File: src/rtl/pc_sequencer.sv
// -----------------------------------------------------------------------------
// pc_sequencer
//
// Control block for an external program counter. The PC either increments
// (PCincr=1) or loads pc_data (PCincr=0) on every clock, so "hold" is done by
// loading the PC's own current value back into it. The sequencer provides
// straight-line fetch, JMP, JCOND, CALL/RET through a small return-address
// stack, timed WAIT holds, HALT, an external stall, and a FAULT state for
// stack overflow/underflow.
//
// Ports:
//   clk       system clock, all state on rising edge
//   reset     asynchronous, active-high reset
//   op        decoded op for the instruction at pc_value
//             (0 NEXT, 1 JMP, 2 JCOND, 3 CALL, 4 RET, 5 WAIT, 6 HALT, 7 = NEXT)
//   target    jump/call target; WAIT count in target[WAIT_W-1:0]
//   cond      JCOND condition (1 = taken)
//   stall     freeze request from the datapath
//   pc_value  current PC, fed back
//   PCincr    1 = PC increments, 0 = PC loads pc_data
//   pc_data   PC load value (0 whenever PCincr=1)
//   halted    registered, 1 while in HALT
//   fault     registered, 1 while in FAULT
//   depth     return-address stack occupancy, 0..STACK_DEPTH
// -----------------------------------------------------------------------------
module pc_sequencer #(
    parameter int AW          = 8,
    parameter int STACK_DEPTH = 4,
    parameter int WAIT_W      = 4
) (
    input  logic          clk,
    input  logic          reset,
    input  logic [2:0]    op,
    input  logic [AW-1:0] target,
    input  logic          cond,
    input  logic          stall,
    input  logic [AW-1:0] pc_value,
    output logic          PCincr,
    output logic [AW-1:0] pc_data,
    output logic          halted,
    output logic          fault,
    output logic [2:0]    depth
);

    localparam int         SW   = (STACK_DEPTH > 1) ? $clog2(STACK_DEPTH) : 1;
    localparam logic [2:0] FULL = 3'(STACK_DEPTH);

    localparam logic [2:0] OP_JMP   = 3'd1;
    localparam logic [2:0] OP_JCOND = 3'd2;
    localparam logic [2:0] OP_CALL  = 3'd3;
    localparam logic [2:0] OP_RET   = 3'd4;
    localparam logic [2:0] OP_WAIT  = 3'd5;
    localparam logic [2:0] OP_HALT  = 3'd6;

    typedef enum logic [1:0] {S_RUN, S_WAIT, S_HALT, S_FAULT} state_t;

    state_t              state_q, state_d;
    logic [2:0]          depth_q, depth_d;
    logic [WAIT_W-1:0]   cnt_q, cnt_d;
    logic                halted_q, fault_q;
    logic [AW-1:0]       stack_q [STACK_DEPTH];

    logic                incr;
    logic                push;
    logic [AW-1:0]       load_data;
    logic [AW-1:0]       pc_plus1;
    logic [WAIT_W-1:0]   wait_n;
    logic [SW-1:0]       push_idx;
    logic [SW-1:0]       top_idx;

    assign pc_plus1 = pc_value + {{(AW-1){1'b0}}, 1'b1};
    assign wait_n   = target[WAIT_W-1:0];
    assign push_idx = SW'(depth_q);
    assign top_idx  = SW'(depth_q - 3'd1);

    // Next-state and PC control. Default is "hold": load pc_value back.
    always_comb begin
        state_d   = state_q;
        depth_d   = depth_q;
        cnt_d     = cnt_q;
        push      = 1'b0;
        incr      = 1'b0;
        load_data = pc_value;
        case (state_q)
            S_RUN: begin
                if (!stall) begin
                    case (op)
                        OP_JMP:   load_data = target;
                        OP_JCOND: begin
                            if (cond) load_data = target;
                            else      incr = 1'b1;
                        end
                        OP_CALL: begin
                            if (depth_q == FULL) begin
                                state_d = S_FAULT;
                            end else begin
                                push      = 1'b1;
                                depth_d   = depth_q + 3'd1;
                                load_data = target;
                            end
                        end
                        OP_RET: begin
                            if (depth_q == 3'd0) begin
                                state_d = S_FAULT;
                            end else begin
                                depth_d   = depth_q - 3'd1;
                                load_data = stack_q[top_idx];
                            end
                        end
                        OP_WAIT: begin
                            if (wait_n == '0) begin
                                incr = 1'b1;
                            end else begin
                                cnt_d   = wait_n;
                                state_d = S_WAIT;
                            end
                        end
                        OP_HALT:  state_d = S_HALT;
                        default:  incr = 1'b1;  // NEXT and reserved op
                    endcase
                end
            end
            S_WAIT: begin
                if (!stall) begin
                    if (cnt_q == WAIT_W'(1)) begin
                        incr    = 1'b1;
                        state_d = S_RUN;
                    end else begin
                        cnt_d = cnt_q - WAIT_W'(1);
                    end
                end
            end
            default: ;  // HALT and FAULT hold until reset
        endcase
    end

    // During reset the PC is forced to load 0 on every edge.
    assign PCincr  = reset ? 1'b0 : incr;
    assign pc_data = (reset || incr) ? '0 : load_data;
    assign halted  = halted_q;
    assign fault   = fault_q;
    assign depth   = depth_q;

    always_ff @(posedge clk or posedge reset) begin
        if (reset) begin
            state_q  <= S_RUN;
            depth_q  <= 3'd0;
            cnt_q    <= '0;
            halted_q <= 1'b0;
            fault_q  <= 1'b0;
        end else begin
            state_q  <= state_d;
            depth_q  <= depth_d;
            cnt_q    <= cnt_d;
            halted_q <= (state_d == S_HALT);
            fault_q  <= (state_d == S_FAULT);
        end
    end

    // Stack entries are intentionally not cleared by reset; only depth is.
    always_ff @(posedge clk) begin
        if (push && !reset) begin
            stack_q[push_idx] <= pc_plus1;
        end
    end

endmodule

File: config.mk
export PLATFORM = sky130hd
export DESIGN_NAME = pc_sequencer
export DESIGN_NICKNAME = d
export VERILOG_FILES = /design/src/rtl/pc_sequencer.sv
export SDC_FILE = /design/constraint.sdc
export NUM_CORES = 1
export LEC_CHECK = 0
export CORE_AREA = 2 2 70 72
export CTS_CLUSTER_SIZE = 20
export DETAILED_ROUTE_END_ITERATION = 10
export DIE_AREA = 0 0 72 74
export HOLD_SLACK_MARGIN = 0.03
export PLACE_DENSITY = 0.77
export SYNTH_ARGS = -nofsm -noshare
export SYNTH_HDL_FRONTEND = slang
export SYNTH_SLANG_ARGS = --single-unit
File: constraint.sdc
create_clock -name clk -period 2.8 [get_ports clk]
set_clock_uncertainty 0.1 [all_clocks]
set_input_delay 0.28 -clock clk [delete_from_list [all_inputs] [get_ports clk]]
set_output_delay 0.28 -clock clk [all_outputs]
set_load 0.02 [all_outputs]
==> run_results.csv <==
group,metric,value,unit
cts,clk_path_buf_depth,2,
critical_path,rrSetupSlack,0.71,ns
global_routing,grt_pass1_wl,9160,um
critical_path,critPathKind,"flip-flop to primary output",
cts,cts_root_buffer,"clkbuf_8",
routing,dr.pass1.iters,5,
yosys,synth_edf_count,32,
yosys,synth_top_area_cell,"edfxtp_1",
die,dieWidth,72,um
timing,drv_slew,0,
yosys,yosys.area_share.xor_xnor,0.0328,
placed_design,placed_area,0.00302,mm^2
cts,clock_latency,0.30,ns
yosys,syn_nets,227,
pwr,power,0.00135,W
pwr,p_leak,1.19,nW
yosys,yosysWarnings,0,
yosys,synth_adder_area_share,0.0416,
routing,drc_errors,0,
min_path,hold_class,"input port to async pin",
yosys,synth_top_family_by_area,"compound AO/OA/AOI/OAI gates",
routing,drt_iter0_drc,180,
cts,cts_hold_repair.buffers,0,
finish,final_net_count,294,
cts,cts_tree,"built",
die,io_pins,37,
cts,clk_pin_slew_worst_paths,0.09,ns
timing,setup_tns,0,ns
yosys,synth_seq_cells,43,
critical_path,critPathRequiredTime,2.42,ns
die,dieArea,0.00533,mm^2
routing,wire_per_inst,18.5,um
yosys,synth.yosys.seq_area_share,0.514,
die,core,0.00460,mm^2
yosys,avgSynthCellArea,12.3,um^2
yosys,synthFlopType,"edfxtp_1",
status,status,"finished, final reports clean",
timing,finalSetupViolCount,0,
timing,final_hold_viol_count,0,
yosys,synth_compound_area_frac,0.154,
placed_design,gp_congestion,0.938,
critical_path,endpoint_kind,"primary output",
yosys,netlist_top_cells_count,"edfxtp_1, o21ai_0, dfrtp_1, nand3_1",
cts,numCtsBuffers,5,
placed_design,port_buffers,36,
timing,rsz0062_at_grt,"no",
routing,routed_wl,5880,um
critical_path,rr_endpoint,"stack_q[2][4]$_DFFE_PP_",
pwr,max-vdd-ir-drop,0.000290,V
die,fp-row-count,25,
finish,area_growth_syn_to_layout,30.6,%
pwr,power.density,431,mW/mm^2
timing,relSlewSlack,0.644,
global_routing,grt_max_degree,15,
yosys,syn_inst,196,
timing,fmax,0.374,GHz
global_routing,grt_usage,0.232,
yosys,synthTopCellsByArea,"edfxtp_1, dfrtp_1, mux4_2",
finish,antennaDiodeCount,0,
yosys,synthMuxAreaShare,0.0874,
global_routing,grt_overflow,0,
yosys,synth_most_common_cell,"edfxtp_1",
run,maxCapViolCount,0,
critical_path,start_kind,"flip-flop",
timing,worst_pin_slew,0.533,ns
yosys,synthSimpleGateAreaFrac,0.136,
finish,fin_util,0.683,
routing,num_vias,1950,
global_routing,antenna_found_initial,0,
die,die_h,74,um
yosys,syn-cell-area,0.00240,mm^2
finish,drive_above_1_share,0.265,
routing,via_per_inst,6.13,
timing,fin_crit_sh,0.955,
critical_path,cp.arrival,2.29,ns
yosys,ys_types,53,
global_routing,first_global_vias,1870,
finish,stdcell_area,0.00314,mm^2
critical_path,worst-path-max-fanout,6,
die,initial_core_util,0.523,
cts,cts_max_level,2,
yosys,async_reset_ff_frac,0.256,
yosys,synth_top_area_frac,0.400,
timing,period_minus_slack,2.67,ns
placed_design,hpwl,4270,um
routing,antenna_left,0,
critical_path,reg2reg_depth,6,
cts,cts.sinks,43,
cell usage in the layout, fill, tap and decap left out, types with 6 or more instances in the layout:
master,n
a22oi_1,6
buf_4,31
clkdlybuf4s50_1,26
dfrtp_1,11
edfxtp_1,32
ha_1,7
inv_1,9
mux4_2,8
nand2_1,10
nand3_1,11
o21ai_0,15
o22ai_1,7
xnor2_1,6
report_power, final:
| part | internal (W) | switching, W | total (W) |
|---|---|---|---|
| combinational | 0.0000817 | 0.0000845 | 0.000166 |
| clock | 0.000266 | 0.000223 | 0.000488 |
| sequential | 0.000694 | 0.00000528 | 0.000699 |
| total | 0.00104 | 0.000312 | 0.00135 |
worst max path at each step:
stage                               startpoint  slack, ns         end  cells past startpoint
after floorplan           depth[0]$_DFFE_PP0P_       0.17  pc_data[0]                      7
after global placement                   op[0]      -0.13  pc_data[2]                      7
after detailed placement                 op[0]      -0.22  pc_data[7]                      7
after CTS                 depth[1]$_DFFE_PP0P_       0.05  pc_data[7]                      9
after global routing      depth[1]$_DFFE_PP0P_       0.01  pc_data[4]                      9
final                     depth[1]$_DFFE_PP0P_       0.13  pc_data[7]                     10
flip-flops by register name, indices dropped and copies added, names as in the netlist, named ones only:
register / cells
state_q: 1
halted: 1
cnt_q: 4
stack_q: 32
depth: 3
fault: 1
cells by family after synthesis:
family / after synthesis
buffers and inverters: 18
muxes: 11
adders and majority gates: 8
xor gates and xnor gates: 9
AOI/OAI and AO/OA: 53
and+or+nand+nor: 54
DFF: 43
per-layer routing:
layer / track usage / share of wire / up-vias
met4: 0.0881 / 0.021 / 0
met3: 0.0447 / 0.074 / 11
met5: 0 / 0 / -
li1: - / - / 896
met2: 0.403 / 0.51 / 87
met1: 0.291 / 0.40 / 956
timing repair:
item / CTS / global route
endpoints found under the setup margin: 9 / 8
resized for setup: 17 / 21
buffers inserted: 0 / 4
pin swaps: 1 / 5
worst max-delay path, cell delays in order, from the launching register on:
cell	delay, ns
dfrtp_1	0.41
inv_2	0.09
ha_4	0.18
buf_4	0.14
and4_1	0.20
nor3_2	0.15
buf_4	0.18
buf_12	0.11
a22oi_1	0.11
o22ai_1	0.23
buf_2	0.22
layout make-up:
type	count	area (um^2)
Sequential cell	43	1240
Timing Repair Buffer	68	589
Clock buffer	5	68.8
Multi-Input combinational cell	135	1100
Tap cell	54	67.6
Inverter	10	37.5
Fill cell	355	1460
Clock inverter	3	43.8
metrics by stage:
step | hold slack, ns | instances | worst slack (ns)
3_3_place_gp | 0.446 | 306 | -0.128
5_1_grt | 0.384 | 318 | 0.0134
6_report | 0.359 | 318 | 0.126
2_1_floorplan | 0.0324 | 196 | 0.171
4_1_cts | 0.362 | 314 | 0.0461
3_5_place_dp | 0.454 | 306 | -0.224
(Power assumes the default switching activity.)
